<file path="src/rtl/ram_sync_param_if.sv">
// Request/response bundle between the CPU-side controller (master) and the RAM (slave).
interface ram_sync_param_if #(
    parameter int DATA_WIDTH = 8,
    parameter int ADDR_WIDTH = 8
);
    logic [ADDR_WIDTH-1:0] addr;
    logic [DATA_WIDTH-1:0] val;
    logic                  get;
    logic                  set;
    logic                  clear;
    logic [DATA_WIDTH-1:0] out;
    logic                  out_valid;
    logic                  busy;

    modport master (
        output addr, val, get, set, clear,
        input  out, out_valid, busy
    );

    modport slave (
        input  addr, val, get, set, clear,
        output out, out_valid, busy
    );
endinterface

</file>
<file path="src/rtl/ram_sync_param.sv">
// Single-port synchronous RAM with clear sequencer; read data READ_LATENCY (1 or 2) cycles after get.
// No stalls: requests arriving while busy (clearing) are dropped, not held.
module ram_sync_param #(
    parameter int DATA_WIDTH   = 8,
    parameter int ADDR_WIDTH   = 8,
    parameter int DEPTH        = 256,
    parameter int READ_LATENCY = 1
) (
    input  logic            clk,
    input  logic            rst_n,
    ram_sync_param_if.slave bus
);
    localparam int IDX_W = (DEPTH > 1) ? $clog2(DEPTH) : 1;
    localparam logic [ADDR_WIDTH:0] DEPTH_W = (ADDR_WIDTH+1)'(DEPTH);
    localparam logic [ADDR_WIDTH:0] LAST    = (ADDR_WIDTH+1)'(DEPTH - 1);

    generate
        if (READ_LATENCY != 1 && READ_LATENCY != 2) begin : g_bad_latency
            $error("ram_sync_param: READ_LATENCY must be 1 or 2");
        end
        if (DEPTH < 1 || DEPTH > (1 << ADDR_WIDTH)) begin : g_bad_depth
            $error("ram_sync_param: DEPTH must be in 1..2**ADDR_WIDTH");
        end
    endgenerate

    typedef enum logic {IDLE, CLEAR} state_t;

    state_t                state, state_nxt;
    logic [ADDR_WIDTH:0]   cnt, cnt_nxt;
    logic [DATA_WIDTH-1:0] mem [DEPTH];

    logic                  in_range;
    logic                  wr_en;
    logic [IDX_W-1:0]      wr_idx;
    logic [DATA_WIDTH-1:0] wr_dat;
    logic                  rd_en;
    logic [DATA_WIDTH-1:0] rd_dat;
    logic                  fin_vld;
    logic [DATA_WIDTH-1:0] fin_dat;

    assign in_range = ({1'b0, bus.addr} < DEPTH_W);
    assign rd_dat   = in_range ? mem[bus.addr[IDX_W-1:0]] : '0;
    assign bus.busy = (state == CLEAR);

    always_comb begin
        state_nxt = state;
        cnt_nxt   = cnt;
        wr_en     = 1'b0;
        wr_idx    = bus.addr[IDX_W-1:0];
        wr_dat    = bus.val;
        rd_en     = 1'b0;
        case (state)
            IDLE: begin
                if (bus.clear) begin
                    state_nxt = CLEAR;
                    cnt_nxt   = '0;
                end else if (bus.set) begin
                    wr_en = in_range;
                end else if (bus.get) begin
                    rd_en = 1'b1;
                end
            end
            CLEAR: begin
                wr_en   = 1'b1;
                wr_idx  = cnt[IDX_W-1:0];
                wr_dat  = '0;
                cnt_nxt = cnt + 1'b1;
                if (cnt == LAST) begin
                    state_nxt = IDLE;
                end
            end
            default: state_nxt = IDLE;
        endcase
    end

    always_ff @(posedge clk or negedge rst_n) begin
        if (!rst_n) begin
            state <= IDLE;
            cnt   <= '0;
        end else begin
            state <= state_nxt;
            cnt   <= cnt_nxt;
        end
    end

    // Array has no reset so it can map onto plain RAM macros.
    always_ff @(posedge clk) begin
        if (wr_en) begin
            mem[wr_idx] <= wr_dat;
        end
    end

    generate
        if (READ_LATENCY == 2) begin : g_lat2
            logic                  s1_vld;
            logic [DATA_WIDTH-1:0] s1_dat;
            always_ff @(posedge clk or negedge rst_n) begin
                if (!rst_n) begin
                    s1_vld <= 1'b0;
                    s1_dat <= '0;
                end else begin
                    s1_vld <= rd_en;
                    if (rd_en) begin
                        s1_dat <= rd_dat;
                    end
                end
            end
            assign fin_vld = s1_vld;
            assign fin_dat = s1_dat;
        end else begin : g_lat1
            assign fin_vld = rd_en;
            assign fin_dat = rd_dat;
        end
    endgenerate

    always_ff @(posedge clk or negedge rst_n) begin
        if (!rst_n) begin
            bus.out       <= '0;
            bus.out_valid <= 1'b0;
        end else begin
            bus.out_valid <= fin_vld;
            if (fin_vld) begin
                bus.out <= fin_dat;
            end
        end
    end
endmodule

</file>
<file path="src/flat_wrapper.sv">
// flat-port wrapper written by rule: the top's interface ports become plain ports
module ram_sync_param_flat 
#(
    parameter int DATA_WIDTH   = 8,
    parameter int ADDR_WIDTH   = 8,
    parameter int DEPTH        = 256,
    parameter int READ_LATENCY = 1
)
  (clk, rst_n, bus_addr, bus_val, bus_get, bus_set, bus_clear, bus_out, bus_out_valid, bus_busy);
  ram_sync_param_if #(.DATA_WIDTH(DATA_WIDTH), .ADDR_WIDTH(ADDR_WIDTH)) bus_i ();
  input  logic clk;
  input  logic rst_n;
  input wire logic [$bits(bus_i.addr)-1:0] bus_addr;
  input wire logic [$bits(bus_i.val)-1:0] bus_val;
  input wire logic [$bits(bus_i.get)-1:0] bus_get;
  input wire logic [$bits(bus_i.set)-1:0] bus_set;
  input wire logic [$bits(bus_i.clear)-1:0] bus_clear;
  output wire logic [$bits(bus_i.out)-1:0] bus_out;
  output wire logic [$bits(bus_i.out_valid)-1:0] bus_out_valid;
  output wire logic [$bits(bus_i.busy)-1:0] bus_busy;
  assign bus_i.addr = bus_addr;
  assign bus_i.val = bus_val;
  assign bus_i.get = bus_get;
  assign bus_i.set = bus_set;
  assign bus_i.clear = bus_clear;
  assign bus_out = bus_i.out;
  assign bus_out_valid = bus_i.out_valid;
  assign bus_busy = bus_i.busy;
  ram_sync_param #(.DATA_WIDTH(DATA_WIDTH), .ADDR_WIDTH(ADDR_WIDTH), .DEPTH(DEPTH), .READ_LATENCY(READ_LATENCY)) u_core (.clk(clk), .rst_n(rst_n), .bus(bus_i));
endmodule
</file>
<file path="config.mk">
export PLATFORM = sky130hd
export DESIGN_NAME = ram_sync_param_flat
export DESIGN_NICKNAME = d
export VERILOG_FILES = /design/src/rtl/ram_sync_param_if.sv /design/src/rtl/ram_sync_param.sv /design/src/flat_wrapper.sv
export SDC_FILE = /design/constraint.sdc
export NUM_CORES = 2
export LEC_CHECK = 0
export BUFFER_PORTS_ARGS = -buffer_cell sky130_fd_sc_hd__buf_4
export CAP_MARGIN = 20
export CORE_MARGIN = 1
export CORE_UTILIZATION = 37
export CTS_BUF_LIST = sky130_fd_sc_hd__clkbuf_4 sky130_fd_sc_hd__clkbuf_8 sky130_fd_sc_hd__clkbuf_16
export CTS_CLUSTER_DIAMETER = 30
export DETAILED_ROUTE_END_ITERATION = 16
export GPL_TIMING_DRIVEN = 0
export PLACE_DENSITY = 0.48
export SYNTH_ARGS = -nofsm -noshare
export SYNTH_HDL_FRONTEND = slang
export SYNTH_SLANG_ARGS = --single-unit
</file>
<file path="constraint.sdc">
create_clock -name clk -period 19.93 [get_ports clk]
set_input_delay 2.9895 -clock clk [delete_from_list [all_inputs] [get_ports clk]]
set_output_delay 2.9895 -clock clk [all_outputs]
set_load 0.005 [all_outputs]
</file>
# After elaboration in Yosys (flattened, before gate mapping)
# Memories as Yosys holds them, arrays and structs flattened. A register that Yosys moved wholly into a read port is not among the register bits.
# Cells that the tools add are included.
# totals
ff_bits	11
latch_bits	0
mem_bits_rw	2048
romBits	0
input_bits	21
out_inout_bits	10
word_cells	25
memories	1
# op_classes
addsub	1
mul	0
n_div	0
order_cmp	0
n_eq_ne	2
shifts	0
n_mux	16
bitwise_logic	1
reduce_logical	1
# memory_table
name	words	width	rd	rd_ports_with_merged_regs	write_ports	line_no	rtl
u_core.mem	256	8	1	1	1	ram_sync_param.sv:30	logic [DATA_WIDTH-1:0] mem [DEPTH];
# ops
cell	n
case mux 9 bit (2 select lines)	1
2-to-1 mux 8 bit	2
2-to-1 mux 1 bit	10
adder 9 x 1 -> 9 bit (second input constant)	1
== test 9 x 8 -> 1 bit (second input constant)	1
2-to-1 mux 9 bit	1
case mux 1 bit (2 select lines)	2
inequality test 2 bit (second input constant)	1
zero test 1 bit	1
inverter 1 bit	1

# Logic depth before layout (Yosys ltp)
# depth
ltp_word	5
ltp_mapped	12
ltp_nobuf	8

# Least setup slack after synthesis
# OpenSTA, ideal clock, no wires.
# synth_path
kind	input-to-reg
from	input bus_val[0]
to	memory u_core.mem[0][0] (data pin)
setup_time_ns	1.446
arrival_time_ns	9.134
required_time_ns	18.484
slack_ns	9.349
stages	1
path_buffers	0
path_cell_list	nor2b_1
# synth_between
elab_chain_cells	1
# synth_rtl
item	line_no	rtl
start: declaration	flat_wrapper.sv:14	input wire logic [$bits(bus_i.val)-1:0] bus_val;
2-to-1 mux 8 bit	ram_sync_param.sv:52	case (state)
end: declaration	ram_sync_param.sv:30	
# Every way passes these cells.

# Final worst setup path
# layout_path
from	input bus_addr[1]
to	memory u_core.mem[143][4] (enable)
# layout_between
elab_chain_cells	1
# layout_rtl
item	line_no	rtl
start: declaration	flat_wrapper.sv:13	input wire logic [$bits(bus_i.addr)-1:0] bus_addr;
2-to-1 mux 8 bit	ram_sync_param.sv:52	
# Every way passes these cells.

==> reports/results.ini <==
[pwr]
vdd_drop_max_mv=0.0895
static-leakage-power_nw=34.5
power.density_cell_area_nw_per_um2=132

[clock_network]
clkTransAtPathRegs_ns=0.04
cts_htree_levels=5
cts_resized=0
cts.path.max_buffers=4
cts.repair_timing.setup_buffer_count=0
tritoncts_clock_tree=built
cts_hold_repair.buffers=0
worst_skew_pair.late_latency_ns=1.01
cts_num_sinks=2067
root_buffer=sky130_fd_sc_hd__clkbuf_16
number_of_buffers_created_by_cts=463

[yosys]
synth.yosys.seq_area_share=0.765
yosys_register_bits=2067
synthesis.nets=4075
netlist-cell-type-count=75
synthDominantCellAreaShare=0.759
yosysMostFrequentCell=sky130_fd_sc_hd__edfxtp_1
avg_inst_size_synth_um2=20.0
yosys-top-cells-count=sky130_fd_sc_hd__edfxtp_1, sky130_fd_sc_hd__mux4_2, sky130_fd_sc_hd__mux2i_1, sky130_fd_sc_hd__nor2_1, sky130_fd_sc_hd__nand2_1
number_of_synthesized_flops_with_an_enable_pin=2048
top_area_cells_in_the_synthesized_netlist=sky130_fd_sc_hd__edfxtp_1, sky130_fd_sc_hd__mux4_2, sky130_fd_sc_hd__mux2i_1
syn_inst_count=4052
syn_area_um2=81100
synth-main-ff-cell=sky130_fd_sc_hd__edfxtp_1
synth_top_cell_by_area=sky130_fd_sc_hd__edfxtp_1
synth-warning-count=0
synthArstFlopShare=0.00919

[setup_path]
critical_path.reg2reg.startpoint=u_core.bus.busy
reg2reg_setup_slack_ns=15.11
crit_path_max_fanout=10
critPathLaunchType=input port
crit_type=in2reg
worstPathRequired_ns=20.52
r2r_cells=5
critPathCaptureType=flop
cp.arrival_ns=8.34
worst_r2r_endpoint=u_core.mem[240][6]

[global_route]
grt_first_pass_wirelength_um=461000
global_route.overflow_total=0
maximum_number_of_pins_on_one_net_before_global_route_repair=48
grt_pass1_vias=46200
grt_util_all_layers=0.323
antenna_found_initial=25

[floorplan]
die_h_um=470
fp.dieArea_um2=221000
top_level_ports=31
start_util=0.373
dieWidth_um=470
core_area_um2=217000
row_count=171

[timing]
final_hold_viol_count=0
slew_headroom=0.109
clock.fmax_ghz=0.129
final.setup.worst_slack_ns=12.17
fin_worst_hold_slack_ns=0.497
final_count_of_pins_violating_max_slew=0
final.period_utilization=0.389
worstMarginPinSlew_ns=1.34
final.setup.tns_ns=0
timing.final.crit_period_ns=7.76
skew_ns=0.0602
final_setup_violating_endpoints=0
rsz0062_at_grt=false

[drt]
first_iter_violations=8824
dr_total_vias=49200
detail_route.drc_violations=0
drt-vias-per-instance=6.24
drt_pass1_iterations=6
post_drt_wl_per_cell_um=45.9
ant_nets=0
postRouteWirelength_um=361000

[worst_hold_path]
worst_hold_path.num_cells=2
whs_endpoint=u_core.cnt[8]
hold_path_startpoint=u_core.cnt[8]
timing.hold.worst.class=reg2reg

[cells_and_area]
final_util=0.470
multi_input_comb_area_um2=17400
final_area_um2=102000
layout-area-overhead-vs-synth_pct=26.0
drive_gt1_frac=0.294
nets=4669
n_fill_cell=18300
sequential_cell_area_um2=62000

[placement]
post_dp_cell_area_um2=86600
finalWeightedCongestion=0.994
hpwl_um=239000
preCtsSetupSlack_ns=11.41
io_buffer_count=28

[outcome]
run_status=complete, no violations

[job]
maxCapViolCount=0

==> state kept, by name, indices dropped and copies added (netlist names) <==
register              cells
u_core.mem             2048
u_core.cnt                9
u_core.bus.out            8
u_core.bus.busy           1
u_core.bus.out_valid      1
==> report_power, final <==
| part | switching (mW) | internal [mW] |
|---|---|---|
| clock | 2.42 | 5.12 |
| combinational | 0.838 | 0.233 |
| sequential | 0.0329 | 4.85 |
==> kinds of logic after synthesis <==
logic type / synth area share
buffers and inverters: 0.0222
multiplexers: 0.142
flip-flops: 0.765
adder cells (fa/ha/maj): 0.000309
AND/OR/NAND/NOR: 0.0300
XOR/XNOR: 0.000648
AO/OA/AOI/OAI: 0.0401
==> how the worst max path moves through the flow <==
stage | start | to | slack, ns
after floorplan | bus_val[0] | u_core.mem[0][0] | 9.35
after global placement | bus_val[0] | u_core.mem[88][0] | -0.82
after detailed placement | bus_addr[1] | u_core.mem[143][0] | 11.41
after CTS | bus_addr[1] | u_core.mem[143][4] | 12.42
after global routing | bus_addr[1] | u_core.mem[143][4] | 12.27
final | bus_addr[1] | u_core.mem[143][4] | 12.17
==> cell usage in the layout, fill, tap and decap left out, types with 24 or more instances in the layout <==
cell type                    instances
sky130_fd_sc_hd__a21oi_1            43
sky130_fd_sc_hd__nand3_1            52
sky130_fd_sc_hd__mux2i_1           319
sky130_fd_sc_hd__o21ai_0            34
sky130_fd_sc_hd__clkbuf_2           27
sky130_fd_sc_hd__mux4_2            357
sky130_fd_sc_hd__o221ai_1           50
sky130_fd_sc_hd__a22oi_1            62
sky130_fd_sc_hd__o22ai_1           126
sky130_fd_sc_hd__clkbuf_16         467
sky130_fd_sc_hd__nor2_1            290
sky130_fd_sc_hd__buf_6              45
sky130_fd_sc_hd__clkbuf_4           59
sky130_fd_sc_hd__bufinv_16          61
sky130_fd_sc_hd__edfxtp_1         2048
sky130_fd_sc_hd__clkinv_1           65
sky130_fd_sc_hd__buf_2              79
sky130_fd_sc_hd__nand2_1           160
sky130_fd_sc_hd__buf_4              56
sky130_fd_sc_hd__a211oi_1           56
sky130_fd_sc_hd__clkinv_2           96
sky130_fd_sc_hd__clkinv_4           24
sky130_fd_sc_hd__buf_12             64
sky130_fd_sc_hd__clkinvlp_4         41
sky130_fd_sc_hd__buf_8              33
sky130_fd_sc_hd__clkbuf_1           47
==> layout make-up <==
cell class,instances,area share
antenna,8,0.000196
buffer,245,0.0176
clock buffer,531,0.120
clock inverter,298,0.0317
inverter,11,0.000404
multi-input combinational,1729,0.170
sequential,2067,0.607
tap,2854,0.0350
timing repair buffer,129,0.0186
==> per-stage QoR <==
stage,total power [mW],instances
floorplan,5.39,4052
CTS,13.5,7859
global route,13.7,7865
finish,13.5,7872
detailed placement,5.98,7030
global placement,5.97,6934
==> critical path, stage by stage <==
cell and delay, ns:
sky130_fd_sc_hd__buf_4 0.14, sky130_fd_sc_hd__buf_4 0.18, sky130_fd_sc_hd__buf_2 0.42, sky130_fd_sc_hd__buf_2 0.86, sky130_fd_sc_hd__buf_2 0.70, sky130_fd_sc_hd__nand2_1 0.18, sky130_fd_sc_hd__o21ai_2 0.55, sky130_fd_sc_hd__nand3_1 0.55
sky130_fd_sc_hd__buf_2 0.63, sky130_fd_sc_hd__nor2_1 1.00
==> metal layers <==
layer  GRT usage  up-vias  part of all wire  wire (um)
li1            -    18200                 -          -
met1       0.439    26500              0.39     142000
met2       0.470     3641              0.44     158000
met3      0.0899      788              0.11      41200
met4       0.169       10             0.056      20300
met5           0        -           0.00018         65
Note: power is estimated with default switching activity, not from simulation.
